<file path="config.mk">
export PLATFORM = sky130hd
export DESIGN_NAME = writeback_regfile
export DESIGN_NICKNAME = d
export VERILOG_FILES = /design/src/rtl/risc15_pkg.sv /design/src/rtl/wb_dest_decode.sv /design/src/rtl/writeback_regfile.sv
export SDC_FILE = /design/constraint.sdc
export NUM_CORES = 1
export LEC_CHECK = 0
export ABC_CLOCK_PERIOD_IN_PS = 2140
export BUFFER_PORTS_ARGS = -buffer_cell sky130_fd_sc_hd__buf_2
export CORE_ASPECT_RATIO = 0.75
export CORE_UTILIZATION = 30
export CTS_CLUSTER_SIZE = 8
export DETAILED_ROUTE_END_ITERATION = 12
export SYNTH_ARGS = -nofsm -noshare
export SYNTH_HDL_FRONTEND = slang
export SYNTH_HIERARCHICAL = 1
export SYNTH_SLANG_ARGS = --single-unit
</file>
<file path="constraint.sdc">
create_clock -name clk -period 2.14 [get_ports clk]
set_input_delay 0 -clock clk [delete_from_list [all_inputs] [get_ports clk]]
set_output_delay 0 -clock clk [all_outputs]
set_load 0.01 [all_outputs]
</file>
<file path="src/rtl/risc15_pkg.sv">
// Shared definitions for the writeback stage: opcode encodings, NOP encoding,
// register-file geometry and the condition-code payload.
package risc15_pkg;

  localparam int unsigned XLEN    = 16;
  localparam int unsigned REG_CNT = 8;
  localparam int unsigned REG_AW  = 3;
  localparam int unsigned OPC_W   = 4;
  localparam int unsigned RC_W    = 32;

  localparam logic [REG_AW-1:0] PC_IDX = REG_AW'(7);
  localparam logic [XLEN-1:0]   NOP_IR = 16'hF000;

  typedef enum logic [OPC_W-1:0] {
    OP_ADD  = 4'b0000,
    OP_ADI  = 4'b0001,
    OP_NAND = 4'b0010,
    OP_LHI  = 4'b0011,
    OP_LW   = 4'b0100,
    OP_SW   = 4'b0101,
    OP_LM   = 4'b0110,
    OP_SM   = 4'b0111,
    OP_JAL  = 4'b1000,
    OP_JLR  = 4'b1001,
    OP_BEQ  = 4'b1100,
    OP_NOP  = 4'b1111
  } opcode_e;

  typedef struct packed {
    logic carry;
    logic zero;
  } ccr_t;

endpackage

</file>
<file path="src/rtl/wb_dest_decode.sv">
// Destination-register decode for the writeback instruction.
// Ports: ir (writeback instruction) -> dest_c (destination index),
//        we_c (instruction writes the register file).
module wb_dest_decode
  import risc15_pkg::*;
(
  input  logic [XLEN-1:0]   ir,
  output logic [REG_AW-1:0] dest_c,
  output logic              we_c
);

  opcode_e opc_c;
  logic    unused_bits_c;

  assign opc_c         = opcode_e'(ir[15:12]);
  assign unused_bits_c = ^ir[2:0];

  // Field position of the destination depends on the instruction format
  always_comb begin
    dest_c = '0;
    we_c   = 1'b0;
    case (opc_c)
      OP_ADD, OP_NAND: begin
        dest_c = ir[5:3];
        we_c   = 1'b1;
      end
      OP_ADI: begin
        dest_c = ir[8:6];
        we_c   = 1'b1;
      end
      OP_LHI, OP_LW, OP_JAL, OP_JLR: begin
        dest_c = ir[11:9];
        we_c   = 1'b1;
      end
      default: begin
        dest_c = '0;
        we_c   = 1'b0;
      end
    endcase
  end

endmodule

</file>
<file path="src/rtl/writeback_regfile.sv">
// Writeback-stage register file: 8 x 16-bit registers, condition codes and
// a PC-update pulse when R7 is written.
// Ports: clk, reset (async active-low); IR, RF_value, CCRWrite, carry_in
//        (writeback request); rd_addr_a/b -> rd_data_a/b (combinational reads
//        with write-first bypass); ccr {carry, zero}; pc_wr_en/pc_wr_data
//        (registered one-cycle R7 notification).
// Optional: define WB_RETIRE_COUNT_EN to add the 32-bit retire_count output.
module writeback_regfile
  import risc15_pkg::*;
(
  input  logic              clk,
  input  logic              reset,
  input  logic [XLEN-1:0]   IR,
  input  logic [XLEN-1:0]   RF_value,
  input  logic              CCRWrite,
  input  logic              carry_in,
  input  logic [REG_AW-1:0] rd_addr_a,
  input  logic [REG_AW-1:0] rd_addr_b,
  output logic [XLEN-1:0]   rd_data_a,
  output logic [XLEN-1:0]   rd_data_b,
  output logic [1:0]        ccr,
  output logic              pc_wr_en,
`ifdef WB_RETIRE_COUNT_EN
  output logic [XLEN-1:0]   pc_wr_data,
  output logic [RC_W-1:0]   retire_count
`else
  output logic [XLEN-1:0]   pc_wr_data
`endif
);

  logic [XLEN-1:0]   regs [REG_CNT];
  ccr_t              ccr_q;
  logic              live;
  logic [REG_AW-1:0] dest_c;
  logic              dec_we_c;
  logic              wr_en_c;
  logic              is_nop_c;
  logic              ccr_upd_c;

  wb_dest_decode u_dec (
    .ir     (IR),
    .dest_c (dest_c),
    .we_c   (dec_we_c)
  );

  // Low during reset and the first edge after release, so that edge commits nothing
  always_ff @(posedge clk or negedge reset) begin
    if (!reset) live <= 1'b0;
    else        live <= 1'b1;
  end

  assign is_nop_c  = (IR == NOP_IR);
  assign wr_en_c   = dec_we_c && live;
  assign ccr_upd_c = live && CCRWrite && !is_nop_c;

  // Register array
  always_ff @(posedge clk or negedge reset) begin
    if (!reset) begin
      for (int i = 0; i < int'(REG_CNT); i++) regs[i] <= '0;
    end else if (wr_en_c) begin
      regs[dest_c] <= RF_value;
    end
  end

  // Condition codes
  always_ff @(posedge clk or negedge reset) begin
    if (!reset) begin
      ccr_q <= '0;
    end else if (ccr_upd_c) begin
      ccr_q.carry <= carry_in;
      ccr_q.zero  <= (RF_value == '0);
    end
  end

  assign ccr = ccr_q;

  // PC notification: pulse follows the R7 write; data holds between pulses
  always_ff @(posedge clk or negedge reset) begin
    if (!reset) begin
      pc_wr_en   <= 1'b0;
      pc_wr_data <= '0;
    end else begin
      pc_wr_en <= wr_en_c && (dest_c == PC_IDX);
      if (wr_en_c && (dest_c == PC_IDX)) pc_wr_data <= RF_value;
    end
  end

  // Read ports with write-first bypass
  always_comb begin
    rd_data_a = regs[rd_addr_a];
    rd_data_b = regs[rd_addr_b];
    if (wr_en_c && (rd_addr_a == dest_c)) rd_data_a = RF_value;
    if (wr_en_c && (rd_addr_b == dest_c)) rd_data_b = RF_value;
  end

`ifdef WB_RETIRE_COUNT_EN
  // Retired-instruction counter, wraps naturally
  always_ff @(posedge clk or negedge reset) begin
    if (!reset)                 retire_count <= '0;
    else if (live && !is_nop_c) retire_count <= retire_count + RC_W'(1);
  end
`endif

endmodule

</file>
==> results of run 1 <==
==> per-stage QoR <==
| step | hold WS, ns | total power [mW] | worst slack, ns |
|---|---|---|---|
| floorplan | -0.296 | 5.66 | 0.0691 |
| global placement | -0.0388 | 6.34 | 0.0791 |
| detailed placement | -0.0278 | 6.51 | 0.0437 |
| CTS | 0.000178 | 9.38 | 0.0441 |
| global route | 0.00902 | 9.77 | 0.0138 |
| finish | 0.0216 | 9.28 | 0.0690 |
==> Yosys cell counts (all sizes together) <==
cell type    n  area, sq um
a22o         3         26.3
nand3        1         5.00
clkbuf      29          109
nand2        2         7.51
o22ai        1         6.26
mux2       209         2450
nand3b       1         7.51
o21a         1         7.51
and4b        1         10.0
nor3         1         5.00
nand2b       2         12.5
or3          3         23.8
nand4        3         31.3
conb         1         3.75
nor2         6         22.5
and2         1         6.26
nor4bb       1         10.0
buf         22          198
nor4         6         37.5
xnor2        6         52.6
a41oi        1         8.76
nor4b        3         32.5
a21o         3         22.5
dfrtp      148         3700
nor3b        1         7.51
mux4        64         1660
inv          1         3.75
mux2i        1         10.0
==> repair_timing <==
action,4_1_cts,5_1_grt
endpoints found under the hold margin,150,0
setup buffers,0,0
hold buffers,10,0
endpoints found under the setup margin,0,0
==> power by group <==
part	switching, mW	total, mW	internal [mW]	leakage (nW)
Combinational	0.951	2.57	1.62	2.62
Sequential	0.436	3.90	3.46	1.91
Clock	1.11	2.81	1.71	0.266
==> state kept, by name, indices dropped and copies added, names as in the netlist <==
register    cells
ccr             2
live            1
pc_wr_data     16
pc_wr_en        1
regs          128
==> critical path: cells and delay by family, from the launching register on <==
kind                   cells  cell delay, ns
buffers and inverters      1            0.14
DFF                        1            0.40
muxes                      3            1.12
==> final cells by class <==
type,instances,area (sq um)
clock buffers,26,499
clock inverters,4,47.5
fillers,2571,17300
inverters,1,3.75
multi-input cells,322,4470
flip-flops and latches,148,3700
well taps,378,473
repair buffers,129,907
==> metal layers <==
metal / routed length [um] / share of wire / track usage
met4: 250 / 0.011 / 0.0363
met3: 751 / 0.033 / 0.0324
met2: 11200 / 0.50 / 0.279
met5: 0 / 0 / 0
met1: 10400 / 0.46 / 0.217
==> worst paths after layout <==
| path | startpoint | end | slack [ns] | cells after the start |
|---|---|---|---|---|
| max | regs[37] | rd_data_b[5] | 0.07 | 4 |
| min reg2reg | pc_wr_data[3] | pc_wr_data[3] | 0.50 | 1 |
| min in group asynchronous | reset | regs[42] | 0.08 | 2 |
| max reg2reg | live | regs[23] | 0.55 | 5 |
| max in group asynchronous | reset | regs[33] | 1.27 | 3 |
| min | RF_value[8] | regs[88] | 0.02 | 2 |
==> cells by family after synthesis <==
logic type / count (synthesis)
other cells: 1
mux: 274
flops: 148
buf+inv: 52
xor+xnor: 6
compound gates: 9
simple gates: 32
==> layout by cell type, fill, tap and decap left out, drive strengths merged, types with 6 or more instances in the layout <==
cell,netlist,final
buf,22,119
clkbuf,29,26
dfrtp,148,148
dlygate4sd3,0,10
mux2,209,209
mux4,64,64
nor2,6,6
nor4,6,6
xnor2,6,6
==> summary.md, run 1 <==
| Metric | Value |
|---|---|
| Max Cap Viol | 0 |
| Initial antenna violation count | 0 |
| Post-Route WL | between 20000 and 25000 um |
| Vias/cell | 5.17 |
| IO buf count | 92 |
| FF+latch count, synth | approximately 150 |
| Post-synthesis mux area share | 0.486 |
| Post-route ant nets | 0 |
| Status | finished, final reports clean |
| H-Tree Depth | 4 |
| Yosys warning total | 6 |
| Post-place instance area | 9460 sq um |
| Core ar. | about 27000 sq um |
| Synth Area in Simple Gates | 0.0258 |
| CTS sink cnt | roughly 150 |
| Setup TNS | 0 ns |
| Fmax | a little under 500 MHz |
| Final setup vio count | 0 |
| Unique masters post-synth | 38 |
| Pre-antenna DRT Iters | 4 |
| Setup CP Type | reg -> out |
| Drc violations | 0 |
| Clk buf depth | 2 |
| Final Critical Period | about 2.1 ns |
| Tcrit/Tclk final | 0.968 |
| Arrival time at the worst endpoint | 2.07 ns |
| Root buf cell | clkbuf_16 |
| 1st-iter DRT viols | around 280 |
| Area grow syn2layout | 19.2% |
| Syn_area_per_cell | roughly 16 sq um |
| Final hold viol count | 0 |
| Req. time, crit path | 2.14 ns |
| CP Cell Sequence | mux4_1 -> mux2_2 -> mux2_4 -> buf_2 |
| Core Util, Final | 0.369 |
| Die Area | 29000 sq um |
| Worst setup SP type | flip-flop |
| Post-synth net total | around 560 |
| Worst-margin pin slew | between 0.6 and 0.7 ns |
| Post-DP HPWL | around 15000 um |
| # diodes | 0 |
| Power per Cell Area | roughly 900 nW/um^2 |
| Clock-pin slew on the worst setup and hold paths | about 0.060 ns |
| CTS tree | built |
| VDD IR max | 0.586 mV |
| Nets | roughly 660 |
| Max_slew headroom | 0.578 |
| GRT Util Overall | 0.164 |
| DIE WIDTH | around 200 um |
| Non-Filler Instances | 1008 |
| Hold Path Class | in -> reg |
| WL/cell | roughly 22 um |
| Crit-path max FO | 3 |
| Critical-path top delay cell | mux4_1 |
| Critical path capture point type | output pin |
| RSZ-0062 raised after global routing | no |
| LEAKAGE | about 4.8 nW |
| I/O Pins | 93 |
| Synth Instances | 522 |
| Cell row count | 52 |
| Post-synthesis sequential area ratio | 0.437 |
| Design area | 10100 sq um |
| Starting density of the core | 0.310 |
| Complex-gate fraction of the synthesized area | 0.00841 |
| Routed via count | 5210 |
| Layout Skew | roughly 0.0053 ns |
| Placed cells | between 900 and 1k |
| Share of layout cells above drive strength 1 | 0.562 |
| Xor-xnor portion of the synthesized cell area | 0.00620 |
| GR Overflow Total | 0 |
| Critical Path Max Stage Delay | approximately 0.55 ns |
| Clock Latency Late Sink | 0.41 ns |
| Largest family of logic cells by synthesized area | multiplexers |
| Final Wtd Congestion | ~0.86 |
| Vias in the first global route | ~5.7k |
| Global-route wire length before repair | about 35000 um |
| Max Transition Viols Final | 0 |
| TritonCTS buffer count | 17 |
| Syn Std Cell Area | ~8500 sq um |
| # resized after CTS | 0 |
| Die H | around 150 um |
| Largest net degree at the start of global routing | 57 |
| Adder-Cell Fraction of Synth Area | 0 |
Power figures use the tool's default switching activity.
==> inputs of run 2 (changes only) <==
Settings changed: CELL_PAD_IN_SITES_DETAIL_PLACEMENT from default to 0, CELL_PAD_IN_SITES_GLOBAL_PLACEMENT from default to 1, CORE_MARGIN from default to 5, CORE_UTILIZATION 30 to 50, PLACE_DENSITY_LB_ADDON from default to 0.1.
==> run 2 against run 1 <==
Net effect: clock-buffer cell count is 7 lower; final cell count is 15% lower; design area is 0.37% lower; sequential share of layout area is 0.14 points higher; sequential cell count stayed put; sequential power hardly changed; highest routed layer unchanged.
==> summary.md, run 2 (same netlist as run 1, synthesis figures left out) <==
| Metric | Value |
|---|---|
| Status | finished, final reports clean |
| Final Critical Period | between 2 and 2.5 ns |
| Post-Route WL | roughly 20000 um |
| H-Tree Depth | 4 |
| LEAKAGE | 4.87 nW |
| Final setup vio count | 0 |
| CTS tree | built |
| Arrival time at the worst endpoint | between 2 and 2.5 ns |
| Die H | approximately 120 um |
| Vias/cell | 6.01 |
| Setup WS post-layout | 0.109 ns |
| # resized after CTS | 0 |
| Nets | between 600 and 700 |
| Fraction of met1 tracks used by global routing | 0.304 |
| CP Buf/Inv Count | 1 |
| Hold Path Class | in -> reg |
| Most common cell after layout, fill and taps aside | mux2_2 |
| Global-route wire length before repair | 32200 um |
| Setup CP Type | reg -> out |
| CTS sink cnt | around 150 |
| Critical-path top delay cell | mux4_1 |
| GR Overflow Total | 0 |
| Max Transition Viols Final | 0 |
| Share of layout cells above drive strength 1 | 0.568 |
| Post-route ant nets | 0 |
| Max reg flops | approximately 130 |
| Routed via count | slightly above 5k |
| # diodes | 0 |
| GRT Util Overall | 0.217 |
| Starting density of the core | 0.507 |
| Final hold viol count | 0 |
| Crit-path most repeated cell | mux2_2 |
| Drc violations | 0 |
| VDD IR max | roughly 0.52 mV |
| Pre-CTS setup slack | -0.0413 ns |
| Tcrit/Tclk final | 0.949 |
| IO buf count | 92 |
| Met3 usage | 0.0493 |
| Clock-pin slew on the worst setup and hold paths | around 0.06 ns |
| I/O Pins | between 90 and 100 |
| Die Area | about 20000 sq um |
| Design Power | ~9.5 mW |
| Layout Skew | 0.00834 ns |
| TritonCTS buffer count | 17 |
| Initial antenna violation count | 0 |
| 1st-iter DRT viols | 230 |
| Req. time, crit path | 2.14 ns |
| Cell row count | 41 |
| Final Wtd Congestion | around 0.77 |
| CP Cell Sequence | mux4_1 -> mux2_2 -> mux2_2 -> buf_2 |
| DIE WIDTH | around 160 um |
| Pre-antenna DRT Iters | 5 |
| Critical path capture point type | output pin |
| Crit-path max FO | 3 |
| WL/cell | approximately 24 um |
| Clock Latency Late Sink | ~0.43 ns |
| Worst setup SP type | flip-flop |
| Max Cap Viol | 0 |
| Most frequent cells in the layout | mux2_2, dfrtp_1, buf_2, mux4_1, mux2_4 |
| Root buf cell | clkbuf_16 |
| Post-DP HPWL | approximately 13000 um |
| Worst-margin pin slew | 0.853 ns |
| Critical Path Max Stage Delay | around 0.53 ns |
| Power per Cell Area | between 900 and 1000 nW/um^2 |
| Fmax | slightly below 500 MHz |
| Delay-heaviest family, CP | multiplexers |
| Vias in the first global route | approximately 5.6k |
| Reg with most FFs | regs |
| Max_slew headroom | 0.426 |
| Global Route met2 Usage | 0.348 |
| Largest net degree at the start of global routing | 55 |
| Area grow syn2layout | 18.8% |
| Clk buf depth | 2 |
| RSZ-0062 raised after global routing | no |
| Top Usage Layer GRT | met2 |
| Core ar. | between 15000 and 20000 sq um |
-- run 2: changes by cell type in the layout (fill, tap and decap cells not counted), sizes merged --
cell / delta
clkbuf: -7
clkinvlp: +2
bufinv: +3
clkinv: +3
dlygate4sd3: +4
buf: +6
-- run 2: path summary, 6_finish.rpt --
| kind | startpoint | end | slack, ns | cells after the start |
|---|---|---|---|---|
| setup / recovery | regs[111] | rd_data_b[15] | 0.11 | 4 |
| hold / removal | RF_value[11] | regs[91] | 0.03 | 2 |
| setup reg to reg | live | regs[86] | 0.53 | 4 |
| hold reg to reg | pc_wr_data[12] | pc_wr_data[12] | 0.50 | 1 |
| max in group asynchronous | reset | regs[94] | 1.22 | 3 |
| min in group asynchronous | reset | ccr[1] | 0.09 | 2 |
-- run 2: where the power goes --
group / internal, mW / switching [mW]
registers: 3.46 / 0.452
clock network: 1.95 / 1.18
logic: 1.62 / 0.863
-- run 2: layout make-up --
type / instances / area (sq um)
well taps: 215 / 269
clock buffers: 19 / 433
fillers: 1281 / 6650
repair buffers: 139 / 1000
clock inverters: 12 / 183
multi-input cells: 322 / 4470
inverters: 1 / 3.75
flip-flops and latches: 148 / 3700
-- run 2: metal layers --
layer	share of wire	vias up
met1	0.47	2722
met3	0.047	21
met5	0	-
met2	0.47	116
met4	0.012	0
li1	-	2284
-- run 2: through the flow --
stage	setup TNS [ns]	area (sq um)	utilization	hold WS (ns)	std cells
2_1_floorplan	0	8480	-	-0.296	522
3_3_place_gp	0	9320	0.557	-0.0179	811
3_5_place_dp	-0.394	9320	0.557	-0.00814	811
4_1_cts	0	10100	0.602	0.00934	856
5_1_grt	0	10100	0.602	0.0317	856
6_report	0	10100	0.602	0.0250	856
-- run 2: timing repair --
item	in CTS	in global routing
hold buffers	14	0
hold endpoints to repair	136	0
setup buffers	0	0
==> inputs of run 3 (changes only) <==
Settings changed: CTS_BUF_LIST from default to sky130_fd_sc_hd__clkbuf_4 sky130_fd_sc_hd__clkbuf_8 sky130_fd_sc_hd__clkbuf_16, TNS_END_PERCENT from default to 1.
==> run 3 against run 2 <==
Net effect: clock skew up 0.0023 ns; wire length about the same; register-to-register slack is essentially flat; clock-buffer cell count did not move; critical path type unchanged; largest cell class unchanged; largest power group unchanged.
==> summary.md, run 3 (same netlist as run 1, synthesis figures left out) <==
| Metric | Value |
|---|---|
| Status | finished, final reports clean |
| Cell row count | 41 |
| Req. time, crit path | ~2.1 ns |
| Starting density of the core | 0.507 |
| Number of fillers in the final layout | approximately 1.3k |
| CP Cell Sequence | mux4_1 -> mux2_2 -> mux2_2 -> buf_2 |
| Critical path capture point type | output pin |
| Post-DP HPWL | approximately 13000 um |
| Vias in the first global route | around 5.6k |
| Clock Latency Late Sink | 0.43 ns |
| DIE WIDTH | between 150 and 200 um |
| Max_slew headroom | 0.435 |
| VDD IR max | ~0.52 mV |
| Most common cell after layout, fill and taps aside | mux2_2 |
| Final Critical Period | 2.03 ns |
| Non-Filler Instances | ~860 |
| Setup TNS | 0 ns |
| CTS sink cnt | between 100 and 150 |
| Design Power | ~9.5 mW |
| Fmax | between 400 and 500 MHz |
| Design area | between 10000 and 15000 sq um |
| Global-route wire length before repair | roughly 32000 um |
| Final hold viol count | 0 |
| Critical Path Max Stage Delay | ~0.53 ns |
| Largest net degree at the start of global routing | 55 |
| Crit-path most repeated cell | mux2_2 |
| Layout Skew | between 0.01 and 0.015 ns |
| LEAKAGE | ~4.9 nW |
| Share of layout cells above drive strength 1 | 0.571 |
| TritonCTS buffer count | 17 |
| H-Tree Depth | 4 |
| Hold Path Class | in -> reg |
| GRT Util Overall | 0.217 |
| Tcrit/Tclk final | 0.949 |
| Pre-antenna DRT Iters | 5 |
| Power per Cell Area | around 950 nW/um^2 |
| Nets | 671 |
| Clock-pin slew on the worst setup and hold paths | 0.06 ns |
| RSZ-0062 raised after global routing | no |
| I/O Pins | 93 |
| Area grow syn2layout | 18.8% |
| Routed via count | around 5k |
| Core ar. | 16700 sq um |
| Critical-path top delay cell | mux4_1 |
| Max reg flops | ~130 |
| Post-Route WL | ~20000 um |
| Initial antenna violation count | 0 |
| Worst-margin pin slew | ~0.84 ns |
| Max Transition Viols Final | 0 |
| Final setup vio count | 0 |
| Final Wtd Congestion | 0.767 |
| Worst setup SP type | flip-flop |
| Clk buf depth | 2 |
| Post-route ant nets | 0 |
| 1st-iter DRT viols | about 230 |
| WL/cell | ~24 um |
| Die H | between 100 and 150 um |
| Max Cap Viol | 0 |
| Arrival time at the worst endpoint | roughly 2.0 ns |
| Crit-path max FO | 3 |
| Reg with most FFs | regs |
| Hold Startpoint | RF_value[11] |
| Most frequent cells in the layout | mux2_2, dfrtp_1, buf_2, mux4_1, mux2_4 |
| # diodes | 0 |
| Setup CP Type | reg -> out |
| Pre-CTS setup slack | -0.0413 ns |
| Drc violations | 0 |
| Setup WS post-layout | approximately 0.11 ns |
| Post-place instance area | around 9300 sq um |
| IO buf count | 92 |
| Placed cells | between 800 and 900 |
| Setup crit start | regs[111] |
| CTS tree | built |
| GR Overflow Total | 0 |
| Vias/cell | around 6.0 |
| Root buf cell | clkbuf_16 |
| Die Area | around 20000 sq um |
| R2r startpoint | live |
==> run 3: cell counts in the layout (fill, tap and decap cells not counted) <==
Identical to the previous run, type by type.
==> run 3: worst paths after layout <==
check / cells after the start / end / slack, ns
max in group asynchronous: 3 / regs[94] / 1.23
worst min register to register: 1 / pc_wr_data[12] / 0.50
worst max-delay path: 4 / rd_data_b[15] / 0.11
worst max register to register: 4 / regs[86] / 0.53
min in group asynchronous: 2 / ccr[1] / 0.09
worst min-delay path: 2 / regs[91] / 0.03
==> run 3: final cells by class <==
class,count,area (sq um),share of cell area
Multi-Input combinational cell,322,4470,0.444
Sequential cell,148,3700,0.367
Timing Repair Buffer,139,1000,0.0997
Clock buffer,19,440,0.0437
Tap cell,215,269,0.0267
Clock inverter,12,183,0.0181
Inverter,1,3.75,0.000372
==> run 3: layer usage <==
layer | part of all wire | vias up | global-route usage
met1 | 0.47 | 2730 | 0.304
met3 | 0.047 | 20 | 0.0493
met4 | 0.011 | 0 | 0.0596
met5 | 0 | - | 0
li1 | - | 2282 | -
met2 | 0.47 | 111 | 0.348
==> run 3: stage by stage <==
stage	util	hold WS [ns]
global route	0.603	0.0317
floorplan	-	-0.296
finish	0.603	0.0266
global placement	0.557	-0.0179
CTS	0.603	0.00934
detailed placement	0.557	-0.00814
==> run 3: critical path, delay by kind of cell, from the launching register on <==
kind                   cells  cell delay [ns]
multiplexers               3             1.07
flip-flops                 1             0.40
buffers and inverters      1             0.14
==> run 3: where the power goes <==
part           leakage [nW]  switching (mW)  internal (mW)
logic                  2.67           0.862           1.62
registers              1.91           0.452           3.46
clock network         0.296            1.18           1.97
total                  4.87            2.49           7.06
==> run 3: repair_timing <==
action / CTS / global route
endpoints found under the setup margin: 0 / 0
endpoints found under the hold margin: 136 / 0
hold buffers: 14 / 0
buffers inserted: 0 / 0
resized for setup: 0 / 0
